File: config.mk
export PLATFORM = sky130hd
export DESIGN_NAME = snn_layer_sequencer
export DESIGN_NICKNAME = d
export VERILOG_FILES = /design/src/rtl/snn_layer_sequencer.sv
export SDC_FILE = /design/constraint.sdc
export NUM_CORES = 1
export LEC_CHECK = 0
export BUFFER_PORTS_ARGS = -buffer_cell sky130_fd_sc_hd__buf_2
export CELL_PAD_IN_SITES_DETAIL_PLACEMENT = 0
export CELL_PAD_IN_SITES_GLOBAL_PLACEMENT = 2
export CORE_MARGIN = 3
export CORE_UTILIZATION = 19
export DETAILED_ROUTE_END_ITERATION = 10
export PLACE_DENSITY_LB_ADDON = 0.1
export RECOVER_POWER = 100
export REMOVE_ABC_BUFFERS = 1
export SYNTH_ARGS = -nofsm -noshare
export SYNTH_HDL_FRONTEND = slang
export SYNTH_SLANG_ARGS = --single-unit
File: constraint.sdc
create_clock -name clk -period 3.8 [get_ports clk]
set_input_delay 0.57 -clock clk [delete_from_list [all_inputs] [get_ports clk]]
set_output_delay 0.57 -clock clk [all_outputs]
set_load 0.05 [all_outputs]
File: src/rtl/snn_layer_sequencer.sv
// Layer sequencer and shared-SRAM arbiter: launches enabled layer engines in
// index order and hands the whole bank set to exactly one engine at a time.
module snn_layer_sequencer #(
  parameter int NUM_STAGES = 3,
  parameter int NUM_BANKS  = 3,
  parameter int AW         = 12,
  parameter int DW         = 16,
  parameter int TIMEOUT    = 65536,
  parameter int SW         = (NUM_STAGES > 1) ? $clog2(NUM_STAGES) : 1
) (
  input  logic                                 clk,
  input  logic                                 reset,
  input  logic                                 run_start,
  input  logic [NUM_STAGES-1:0]                stage_en,
  input  logic                                 abort,
  output logic [NUM_STAGES-1:0]                stage_start,
  input  logic [NUM_STAGES-1:0]                stage_done,
  input  logic [NUM_STAGES*NUM_BANKS*AW-1:0]   eng_addr,
  input  logic [NUM_STAGES*NUM_BANKS-1:0]      eng_we,
  input  logic [NUM_STAGES*NUM_BANKS*DW-1:0]   eng_wdata,
  output logic [NUM_BANKS*AW-1:0]              bank_addr,
  output logic [NUM_BANKS-1:0]                 bank_we,
  output logic [NUM_BANKS*DW-1:0]              bank_wdata,
  output logic                                 busy,
  output logic [SW-1:0]                        active_stage,
  output logic                                 grant_valid,
  output logic                                 done,
  output logic                                 error,
  output logic [SW-1:0]                        err_stage
);

  localparam int WDW = (TIMEOUT > 2) ? $clog2(TIMEOUT) : 1;
  localparam logic [WDW-1:0] WD_LAST = WDW'((TIMEOUT > 0) ? TIMEOUT - 1 : 0);
  localparam bit WD_EN = (TIMEOUT != 0);

  typedef enum logic [2:0] {
    S_IDLE,
    S_LAUNCH,
    S_WAIT,
    S_GAP,
    S_FINISH
  } state_t;

  state_t                state_q;
  logic [NUM_STAGES-1:0] mask_q;
  logic [SW-1:0]         idx_q;
  logic [WDW-1:0]        wd_q;
  logic                  busy_q;
  logic                  grant_q;
  logic [NUM_STAGES-1:0] start_q;
  logic                  done_q;
  logic                  err_q;
  logic [SW-1:0]         err_stage_q;

  logic [SW:0]           first_d;
  logic [SW:0]           next_d;

  // Returns {found, index} of the lowest set bit of m at or above position lo.
  function automatic logic [SW:0] find_from(input logic [NUM_STAGES-1:0] m, input int lo);
    logic [SW:0] r;
    r = '0;
    for (int i = NUM_STAGES - 1; i >= 0; i--) begin
      if (i >= lo && m[i]) r = {1'b1, SW'(i)};
    end
    return r;
  endfunction

  always_comb begin
    first_d = find_from(stage_en, 0);
    next_d  = find_from(mask_q, int'(idx_q) + 1);
  end

  always_ff @(posedge clk or negedge reset) begin
    if (!reset) begin
      state_q     <= S_IDLE;
      mask_q      <= '0;
      idx_q       <= '0;
      wd_q        <= '0;
      busy_q      <= 1'b0;
      grant_q     <= 1'b0;
      start_q     <= '0;
      done_q      <= 1'b0;
      err_q       <= 1'b0;
      err_stage_q <= '0;
    end else begin
      start_q <= '0;
      done_q  <= 1'b0;
      unique case (state_q)
        S_IDLE: begin
          if (run_start) begin
            err_q <= 1'b0;
            if (stage_en != '0) begin
              mask_q      <= stage_en;
              err_stage_q <= '0;
              idx_q       <= first_d[SW-1:0];
              start_q     <= NUM_STAGES'(1) << first_d[SW-1:0];
              grant_q     <= 1'b1;
              busy_q      <= 1'b1;
              state_q     <= S_LAUNCH;
            end else begin
              done_q <= 1'b1;
            end
          end
        end
        S_LAUNCH: begin
          if (abort) begin
            grant_q <= 1'b0;
            busy_q  <= 1'b0;
            state_q <= S_IDLE;
          end else begin
            wd_q    <= '0;
            state_q <= S_WAIT;
          end
        end
        S_WAIT: begin
          if (abort) begin
            grant_q <= 1'b0;
            busy_q  <= 1'b0;
            state_q <= S_IDLE;
          end else if (stage_done[idx_q]) begin
            // Grant drops for one cycle either way so no two owners ever touch the banks back to back.
            grant_q <= 1'b0;
            if (next_d[SW]) begin
              state_q <= S_GAP;
            end else begin
              done_q  <= 1'b1;
              state_q <= S_FINISH;
            end
          end else if (WD_EN && wd_q == WD_LAST) begin
            err_q       <= 1'b1;
            err_stage_q <= idx_q;
            grant_q     <= 1'b0;
            busy_q      <= 1'b0;
            state_q     <= S_IDLE;
          end else begin
            wd_q <= wd_q + 1'b1;
          end
        end
        S_GAP: begin
          if (abort) begin
            busy_q  <= 1'b0;
            state_q <= S_IDLE;
          end else begin
            idx_q   <= next_d[SW-1:0];
            start_q <= NUM_STAGES'(1) << next_d[SW-1:0];
            grant_q <= 1'b1;
            state_q <= S_LAUNCH;
          end
        end
        S_FINISH: begin
          busy_q  <= 1'b0;
          state_q <= S_IDLE;
        end
        default: begin
          grant_q <= 1'b0;
          busy_q  <= 1'b0;
          state_q <= S_IDLE;
        end
      endcase
    end
  end

  // Per-stage fields are contiguous, so a stage's whole bank set is one slice.
  always_comb begin
    bank_addr  = '0;
    bank_we    = '0;
    bank_wdata = '0;
    if (grant_q) begin
      for (int s = 0; s < NUM_STAGES; s++) begin
        if (idx_q == SW'(s)) begin
          bank_addr  = eng_addr[s*NUM_BANKS*AW +: NUM_BANKS*AW];
          bank_we    = eng_we[s*NUM_BANKS +: NUM_BANKS];
          bank_wdata = eng_wdata[s*NUM_BANKS*DW +: NUM_BANKS*DW];
        end
      end
    end
  end

  assign stage_start  = start_q;
  assign busy         = busy_q;
  assign active_stage = idx_q;
  assign grant_valid  = grant_q;
  assign done         = done_q;
  assign error        = err_q;
  assign err_stage    = err_stage_q;

endmodule

==> reports/qor.txt, run 1 <==
CTS Buf Count = 5
clock root buffer = clkbuf_16
share of cells above drive strength 1 = 42.17%
Final Cycle Share = 83.28%
CTS tree = yes
M1 WL = 8174 um
drt wl/cell = 18.08 um
Ports = 369
Syn. warnings = 0
post_cts resized = 0
Hold Violations, Final = 0
crit path max fanout = 27
Synth Area in Adders = 0.3164%
clk_lat worst skew = 0.27 ns
Yosys reg bits = 32
DIE AREA = 22580 um2
DRC violation count after routing = 0
via count = 5107
first-pass GRT wire length = 30020 um
worst hold path class = reg -> reg
compound-cell area share of the yosys netlist = 15.75%
die boundary width = 150.3 um
final WL = 21210 um
post-synthesis xor/xnor area fraction = 2.879%
routed wl met2 = 11250 um
final core area utilization = 30.49%
worst path required time = 3.23 ns
Layout area overhead = 57.01%
total core area = 20360 um2
Yosys top cell area share = 22.27%
PortBufs = 368
clk sink count = 32
Post-synth ARST share = 100.0%
Tmin final = 3.164 ns
Post-CTS Setup Inserts = 0
total gr overflow = 0
cell row count = 52
Worst Tran Pin Value = 1.788 ns
Synth Area in Simple Gates = 33.85%
WL met3 = 1349 um
mux cell area share after synthesis = 22.27%
H-tree Lvls = 2
initial antenna violation count = 9
Clock Skews = 0.005509 ns
dpl cell area = 6070 um2
Post-Synthesis Cells = 554
Startpoint Class = flop
Seq/Total Area, Yosys = 20.25%
synth top area cells = mux2i_1 (22%), dfrtp_1 (20%), and2_1 (14%)
Slew HR = -19.20%
Yosys cell types = 40
vias in the first global route = 5021
Pre-antenna DRT Iters = 4
most frequent cell after synthesis = nand2_1
Die Y = 150.3 um
unrepaired setup endpoints after global routing = false
Post-synth EDFFs = 0
Max Used Layer = met5
violated checks = capacitance limit, slew limit
antenna-violating nets left = 0
P_leak = 0.003126 uW
global-route total usage across every layer = 17.06%
Worst Setup Path Type = reg -> out
Syn Area/Cell = 7.139 um2
post-layout instance area = 6210 um2
Worst VDD drop = 0.3311 mV
Post-synth top cells = nand2_1 (102), o21ai_0 (96), and2_1 (90)
Reg clk slew, reported paths = 0.05 ns
Final HPWL DP = 17050 um
status = finished with violations
Iter 0 DRT Violations = 201
Max-Cap Viols = 1
area of the mapped netlist = 3955 um2
final slew viol count = 33
Via density = 4.354
fmax = 316.0 MHz
Yosys top cell by area = mux2i_1
CTS max path bufs = 2
Arr. time, crit path = 2.59 ns
Starting Density = 19.42%
Final Setup Violations = 0
largest family of logic cells by synthesized area = simple AND/OR/NAND/NOR gates
RePlAce Congestion = 0.8278
PwrDens = 807.2 nW/um2
crit end category = primary output
hold_buf cts = 0
Nets = 1165
largest net degree at the start of global routing = 87
Post-synth top flop = dfrtp_1
==> path summary, 6_finish.rpt <==
check | from | slack (ns) | to | depth (start not counted)
max | active_stage[0] | 0.64 | bank_addr[3] | 5
max reg2reg | active_stage[1] | 1.14 | wd_q[15] | 5
min reg2reg | mask_q[1] | 0.48 | mask_q[1] | 2
max in group asynchronous | reset | 1.75 | active_stage[0] | 1
min | mask_q[1] | 0.48 | mask_q[1] | 2
min in group asynchronous | reset | 0.77 | error | 1
==> routing by layer <==
layer	track usage (%)	vias up
li1	-	2584
met1	19.83	2312
met2	31.44	184
met3	3.281	25
met4	5.215	2
met5	0	-
==> critical path, stage by stage, from the launching register on <==
cell      delay, ns
dfrtp_4        0.71
clkbuf_2       0.79
mux2i_1        0.20
o21ai_0        0.18
and2_1         0.14
buf_2          0.26
==> kinds of logic after synthesis <==
kind of cell             count (synthesis)
flip-flops                              32
AO/OA/AOI/OAI                          115
adder cells (fa/ha/maj)                  1
buffers and inverters                   45
multiplexers                            88
XOR/XNOR                                13
AND/OR/NAND/NOR                        260
==> per-stage QoR <==
step           total power, uW  hold slack [ns]  setup TNS [ns]  setup WS [ns]  instances
2_1_floorplan             3654           0.2744         -344.71         -3.718        512
3_3_place_gp              4677           0.4641               0          1.227       1156
3_5_place_dp              4679           0.4716               0          1.205       1156
4_1_cts                   5086           0.3995               0         0.9124       1164
5_1_grt                   5339           0.5193               0         0.4236       1172
6_report                  5012           0.4827               0         0.6355       1173
==> placed cells by master (no fill, tap or decap), types with 3 or more instances in the layout <==
cell type  synthesis  layout
o21ai_0           96      97
diode_2            0       9
buf_2             10     359
and3_1             5       5
nand3b_1           5       5
mux2i_1           88      88
xor2_1            13      13
clkbuf_16          0       5
nand4_1            8       8
and2_1            90      89
dfrtp_1           32      31
a21o_1             3       3
nand2_1          102     102
buf_12             0       4
nand2b_1           3       3
nand3_1            7       8
nor2_1            26      26
clkbuf_1          28      11
inv_1              3       3
==> registers in the layout (all words and copies together), names as in the netlist <==
name	flops
grant_valid	1
error	1
stage_start	3
active_stage	2
mask_q	2
done	1
err_stage	2
busy	1
state_q	3
wd_q	16
==> area by class of cell <==
| type | count | area, um2 |
|---|---|---|
| Inverter | 3 | 11.26 |
| Antenna cell | 9 | 22.52 |
| Clock buffer | 8 | 146.4 |
| Timing Repair Buffer | 374 | 1923 |
| Tap cell | 270 | 337.8 |
| Fill cell | 2320 | 14150 |
| Sequential cell | 32 | 804.5 |
| Multi-Input combinational cell | 477 | 2964 |
==> power breakdown <==
part	total, uW	switching [uW]	internal (uW)	leakage [uW]
logic	4020	2850	1170	0.00262
clock network	394	134	261	0.0000712
registers	598	198	400	0.000432
total	5010	3180	1830	0.00313
No activity file was read; power rests on OpenSTA's default activity.
==> inputs of run 2 (changes only) <==
--- a/config.mk
+++ b/config.mk
@@ -9,7 +9,7 @@
 export CELL_PAD_IN_SITES_DETAIL_PLACEMENT = 0
 export CELL_PAD_IN_SITES_GLOBAL_PLACEMENT = 2
 export CORE_MARGIN = 3
-export CORE_UTILIZATION = 19
+export CORE_UTILIZATION = 17
 export DETAILED_ROUTE_END_ITERATION = 10
 export PLACE_DENSITY_LB_ADDON = 0.1
 export RECOVER_POWER = 100
==> constraint.sdc (replaced) <==
create_clock -name clk -period 3.3 [get_ports clk]
set_input_delay 0.495 -clock clk [delete_from_list [all_inputs] [get_ports clk]]
set_output_delay 0.495 -clock clk [all_outputs]
set_load 0.05 [all_outputs]
==> run 2 against run 1 <==
  * The flow still finishes with violations (capacitance limit, slew limit)
  * Register-to-register slack got worse by 0.63 ns
  * Combinational power rose by 16%
  * Power rose by 15%
  * Non-clock buffer count rose by 5
  * Die area rose by 11%
  * Largest power group unchanged
  * Highest routed layer unchanged
==> reports/qor.txt, run 2 (same netlist as run 1, synthesis figures left out) <==
drt wl/cell = 18.40 um (was 18.08 um)
Worst Tran Pin Value = 1.837 ns (was 1.788 ns)
antenna-violating nets left = 0 (unchanged)
final WL = 22470 um (was 21210 um)
Nets = 1170 (was 1165)
DIE AREA = 25130 um2 (was 22580 um2)
Crit path depth = 6 (was 5)
critical register-to-register path endpoint = wd_q[15] (unchanged)
CTS max path bufs = 2 (unchanged)
cell family with most CP delay = buffers and inverters (unchanged)
worst path required time = 2.80 ns (was 3.23 ns)
vias in the first global route = 5201 (was 5021)
unrepaired setup endpoints after global routing = false (unchanged)
fmax = 338.8 MHz
proportion of power drawn by the clock network = 7.7% (was 7.9%)
commonest non-fill, non-tap cell in the layout = buf_2 (unchanged)
Starting Density = 17.36% (was 19.42%)
Worst Setup Path Type = reg -> out (unchanged)
initial antenna violation count = 10 (was 9)
via count = 5194 (was 5107)
Clock Skews = 0.001744 ns (was 0.005509 ns)
hold_buf cts = 0 (unchanged)
HP Start = mask_q[1] (unchanged)
global-route total usage across every layer = 16.55% (was 17.06%)
Worst VDD drop = 0.5150 mV (was 0.3311 mV)
dpl cells = 1204 (was 1156)
crit path max fanout = 87 (was 27)
final setup slack of the worst path = 0.3483 ns (was 0.6355 ns)
Most flops, register = wd_q (unchanged)
worst hold stages = 2 (unchanged)
total core area = 22780 um2 (was 20360 um2)
Iter 0 DRT Violations = 231 (was 201)
pre-CTS setup slack = 0.7631 ns (was 1.205 ns)
max reg flops = 16 (unchanged)
total gr overflow = 0 (unchanged)
DRC violation count after routing = 0 (unchanged)
violated checks = capacitance limit, slew limit (unchanged)
first-pass GRT wire length = 31630 um (was 30020 um)
Die Y = 158.5 um (was 150.3 um)
final slew viol count = 33 (unchanged)
Buf/Inv on CP = 2 (unchanged)
share of cells above drive strength 1 = 42.49% (was 42.17%)
crit end category = primary output (unchanged)
Arr. time, crit path = 2.46 ns (was 2.59 ns)
post_cts resized = 0 (unchanged)
crit-path cells = nor2b_4, buf_6, nand2_1, o21ai_0, and2_1, clkbuf_2 (was clkbuf_2, mux2i_1, o21ai_0, and2_1, buf_2)
RePlAce Congestion = 0.8754 (was 0.8278)
Combinational Power Share = 80.3% (was 80.2%)
TNS Setup = 0 ns (unchanged)
critical-path cell with the highest stage delay = dfrtp_4 (was clkbuf_2)
Tmin final = 2.952 ns
Crit path largest cell delay = 0.69 ns (was 0.79 ns)
CTS Buf Count = 5 (unchanged)
Final Cycle Share = 89.45%
FF-to-FF setup slack = 0.51 ns (was 1.14 ns)
final core area utilization = 27.49% (was 30.49%)
Cell Int Power = 2061 uW (was 1830 uW)
Pre-antenna DRT Iters = 4 (unchanged)
worst r2r src = active_stage[0] (was active_stage[1])
switching share of power = 64.37% (was 63.50%)
Reg clk slew, reported paths = 0.05 ns (about the same)
Final Setup Violations = 0 (unchanged)
Final HPWL DP = 18190 um (was 17050 um)
most frequent cells in the layout = buf_2 (289), nand2_1 (102), o21ai_0 (97) (was buf_2 (359), nand2_1 (102), o21ai_0 (97))
Sequential Power Share = 11.9% (about the same)
WHS Endpoint = mask_q[1] (unchanged)
worst hold path class = reg -> reg (unchanged)
status = finished with violations (unchanged)
Switching Power = 3724 uW (was 3183 uW)
clk_lat worst skew = 0.27 ns (about the same)
Worst Reg2Reg Path Length in Cells = 6 (was 5)
die boundary width = 158.5 um (was 150.3 um)
Post-CTS Setup Inserts = 0 (unchanged)
PwrDens = 923.9 nW/um2 (was 807.2 nW/um2)
P_leak = 0.003098 uW (was 0.003126 uW)
largest net degree at the start of global routing = 88 (was 87)
Startpoint Class = flop (unchanged)
Slew HR = -22.47% (was -19.20%)
cell row count = 55 (was 52)
H-tree Lvls = 2 (unchanged)
clock root buffer = clkbuf_16 (unchanged)
Ports = 369 (unchanged)
clk sink count = 32 (unchanged)
Via density = 4.254 (was 4.354)
Layout area overhead = 58.34% (was 57.01%)
Hold Violations, Final = 0 (unchanged)
Finished Layout Cells = 1221 (was 1173)
CTS tree = yes (unchanged)
Max-Cap Viols = 1 (unchanged)
PortBufs = 368 (unchanged)
## run 2: changes by cell type in the layout (fill, tap and decap cells not counted), moves of 3 or more
cell,change
buf_12,-3
buf_2,-70
buf_4,+7
clkbuf_2,+69
## run 2: power by group through the flow
stage	clock [uW]	sequential (uW)	combinational, uW
global route	479	725	4990
detailed placement	0	708	4740
global placement	0	699	4730
CTS	465	703	4740
finish	448	691	4650
floorplan	0	937	3270
## run 2: worst max-delay path by stage
stage / start / end / slack, ns
finish: active_stage[0] / bank_addr[25] / 0.35
global route: active_stage[0] / bank_wdata[34] / 0.18
CTS: active_stage[0] / bank_wdata[4] / 0.46
detailed placement: active_stage[0] / bank_wdata[4] / 0.76
global placement: active_stage[0] / bank_wdata[4] / 0.79
floorplan: active_stage[0] / bank_addr[0] / -4.14
## run 2: layout make-up
cell class | count | area, um2
fillers | 2587 | 16520
multi-input cells | 477 | 2968
repair buffers | 379 | 1926
flip-flops and latches | 32 | 805.8
well taps | 313 | 391.6
clock buffers | 7 | 132.6
diodes | 9 | 22.52
inverters | 3 | 11.26
clock inverters | 1 | 5.005
## run 2: tightest hold or removal path, cell delays in order, from the launching register on
cell	delay, ns
dfrtp_1	0.34
nand2_1	0.05
nand2_1	0.06
## run 2: layer usage
metal  part of all wire [%]  vias up  global-route usage, %  wire length, um
li1                       -     2599                      -                -
met1                     39     2405                  18.70             8670
met2                     54      172                  31.48            12050
met3                    6.5       16                  3.370             1470
met4                    1.2        2                  4.342              274
met5                  0.036        -                      0                8
## run 2: per-stage QoR
step	total power [uW]	area [um2]	hold WS [ns]
floorplan	4208	3781	0.1994
global placement	5434	6138	0.4594
detailed placement	5448	6138	0.4733
CTS	5912	6276	0.3287
global route	6196	6257	0.5039
finish	5785	6262	0.4822
==> inputs of run 3 (changes only) <==
==> constraint.sdc (replaced) <==
create_clock -name clk -period 3.3 [get_ports clk]
set_input_delay 0.66 -clock clk [delete_from_list [all_inputs] [get_ports clk]]
set_output_delay 0.66 -clock clk [all_outputs]
set_load 0.05 [all_outputs]
==> run 3 against run 2 <==
  * The flow still finishes with violations (capacitance limit, slew limit)
  * Sequential power down 4.1%
  * Register-to-register slack better by 0.08 ns
  * Non-clock buffer count up 1
  * Clock-buffer cell count up 1
  * Critical endpoint is now bank_addr[14]
  * Core utilization up 0.43 points
  * Sequential cell count unchanged
  * First-iteration DRC count down 11%
  * Largest cell class unchanged
  * Worst setup slack worse by 0.079 ns
  * Highest routed layer unchanged
  * Critical path depth unchanged
  * Combinational power up 3%
  * Die area unchanged
  * Maximum frequency down 2.6%
==> reports/qor.txt, run 3 (same netlist as run 1, synthesis figures left out) <==
Hold Violations, Final = 0 (unchanged)
FF-to-FF setup slack = 0.59 ns (was 0.51 ns)
worst hold stages = 2 (unchanged)
post_cts resized = 0 (unchanged)
critical-path cell with the highest stage delay = dfrtp_4 (unchanged)
Filler cells = 2555 (was 2587)
largest net degree at the start of global routing = 97 (was 88)
Reg clk slew, reported paths = 0.05 ns (about the same)
worst hold path class = reg -> reg (unchanged)
Layout area overhead = 60.84% (was 58.34%)
HP Start = mask_q[1] (unchanged)
DIE AREA = 25130 um2 (unchanged)
Worst VDD drop = 0.3056 mV (was 0.5150 mV)
clock root buffer = clkbuf_16 (unchanged)
max reg flops = 16 (unchanged)
DRC violation count after routing = 0 (unchanged)
Finished Layout Cells = 1223 (was 1221)
crit end category = primary output (unchanged)
crit path max fanout = 24 (was 87)
total core area = 22780 um2 (unchanged)
Clock Skews = 0.006062 ns (was 0.001744 ns)
Arr. time, crit path = 2.37 ns (was 2.46 ns)
status = finished with violations (unchanged)
global-route total usage across every layer = 16.45% (was 16.55%)
via count = 5232 (was 5194)
Slew HR = -20.64% (was -22.47%)
dpl cells = 1205 (was 1204)
Nets = 1171 (was 1170)
Iter 0 DRT Violations = 205 (was 231)
Ports = 369 (unchanged)
dpl cell area = 6238 um2 (was 6138 um2)
unrepaired setup endpoints after global routing = false (unchanged)
cell row count = 55 (unchanged)
P_leak = 0.003092 uW (was 0.003098 uW)
hold_buf cts = 0 (unchanged)
initial antenna violation count = 11 (was 10)
FF/Latch Area = 807.0 um2 (was 805.8 um2)
Final HPWL DP = 18320 um (was 18190 um)
vias in the first global route = 5208 (was 5201)
Buf/Inv on CP = 2 (unchanged)
Die Y = 158.5 um (unchanged)
worst r2r src = active_stage[1] (was active_stage[0])
Crit path largest cell delay = 0.67 ns (was 0.69 ns)
Pre-antenna DRT Iters = 4 (unchanged)
Post-CTS Setup Inserts = 0 (unchanged)
RePlAce Congestion = 0.8454 (was 0.8754)
Final Cycle Share = 91.83% (was 89.45%)
fmax = 330.0 MHz (was 338.8 MHz)
post-layout instance area = 6361 um2 (was 6262 um2)
Worst Tran Pin Value = 1.810 ns (was 1.837 ns)
CTS Buf Count = 5 (unchanged)
most frequent cells in the layout = buf_2 (303), nand2_1 (102), o21ai_0 (97) (was buf_2 (289), nand2_1 (102), o21ai_0 (97))
PortBufs = 368 (unchanged)
Max-Cap Viols = 1 (unchanged)
H-tree Lvls = 2 (unchanged)
clk sink count = 32 (unchanged)
commonest non-fill, non-tap cell in the layout = buf_2 (unchanged)
worst path required time = 2.64 ns (was 2.80 ns)
Final Setup Violations = 0 (unchanged)
Worst Setup Path Type = reg -> out (unchanged)
violated checks = capacitance limit, slew limit (unchanged)
final slew viol count = 33 (unchanged)
Tmin final = 3.030 ns (was 2.952 ns)
final WL = 22430 um (was 22470 um)
CTS tree = yes (unchanged)
crit-path cells = nor2b_4, buf_12, nand2_1, o21ai_0, and2_1, clkbuf_1 (was nor2b_4, buf_6, nand2_1, o21ai_0, and2_1, clkbuf_2)
PwrDens = 928.6 nW/um2 (was 923.9 nW/um2)
Startpoint Class = flop (unchanged)
drt wl/cell = 18.34 um (was 18.40 um)
Via density = 4.278 (was 4.254)
clk_lat worst skew = 0.27 ns (about the same)
first-pass GRT wire length = 31540 um (was 31630 um)
share of cells above drive strength 1 = 41.33% (was 42.49%)
cell family with most CP delay = buffers and inverters (unchanged)
Most flops, register = wd_q (unchanged)
CTS max path bufs = 2 (unchanged)
Starting Density = 17.36% (unchanged)
area of the multi-input gates = 2972 um2 (was 2968 um2)
die boundary width = 158.5 um (unchanged)
antenna-violating nets left = 0 (unchanged)
WHS Endpoint = mask_q[1] (unchanged)
critical register-to-register path endpoint = grant_valid (was wd_q[15])
Worst Reg2Reg Path Length in Cells = 7 (was 6)
total gr overflow = 0 (unchanged)
==> run 3: cell count changes in the layout (fill, tap and decap cells not counted), moves of 3 or more <==
cell,change
buf_4,-3
and2_1,-3
and2_0,+3
buf_12,+7
clkbuf_2,-30
buf_2,+14
clkbuf_1,+13
==> run 3: worst max path at each step <==
stage,end,depth (start not counted),startpoint,slack (ns)
after global routing,bank_wdata[47],6,active_stage[0],0.13
final,bank_addr[14],6,active_stage[0],0.27
after detailed placement,bank_wdata[47],6,active_stage[0],0.67
after CTS,bank_wdata[47],6,active_stage[0],0.37
after global placement,bank_wdata[32],5,active_stage[0],0.72
after floorplan,bank_addr[0],4,active_stage[0],-4.31
==> run 3: power breakdown <==
group          switching (uW)  total, uW  internal (uW)
Clock                     159        459            300
Sequential                200        663            463
Combinational            3380       4780           1410
==> run 3: worst reg2reg max path: cells and delay by family, from the launching register on <==
| family | cells | cell delay (ns) |
|---|---|---|
| DFF | 1 | 0.35 |
| AOI/OAI and AO/OA | 4 | 1.08 |
| buffers and inverters | 2 | 1.06 |
| and+or+nand+nor | 1 | 0.14 |
==> run 3: cell type report <==
type / count / share of cell area [%]
multi-input combinational: 477 / 46.72
sequential: 32 / 12.69
inverter: 3 / 0.1770
antenna: 10 / 0.3934
timing repair buffer: 380 / 31.57
tap: 313 / 6.157
clock buffer: 8 / 2.301
==> run 3: per-stage QoR <==
step / utilization, % / setup TNS [ns] / setup slack (ns) / hold slack [ns] / power [uW]
after floorplan: - / -411.58 / -4.308 / 0.3644 / 4208
after global placement: 27.39 / 0 / 0.7241 / 0.4641 / 5568
after detailed placement: 27.39 / 0 / 0.6702 / 0.4696 / 5568
after CTS: 28.03 / 0 / 0.3745 / 0.4817 / 6042
after global routing: 27.93 / 0 / 0.1297 / 0.4982 / 6294
final: 27.93 / 0 / 0.2697 / 0.4810 / 5907
==> run 3: metal layers <==
metal / global-route usage (%) / up-vias / wire length [um]
li1: - / 2609 / -
met1: 18.91 / 2417 / 8928
met2: 31.29 / 181 / 11950
met3: 2.664 / 23 / 1194
met4: 4.465 / 2 / 349
met5: 0 / - / 12
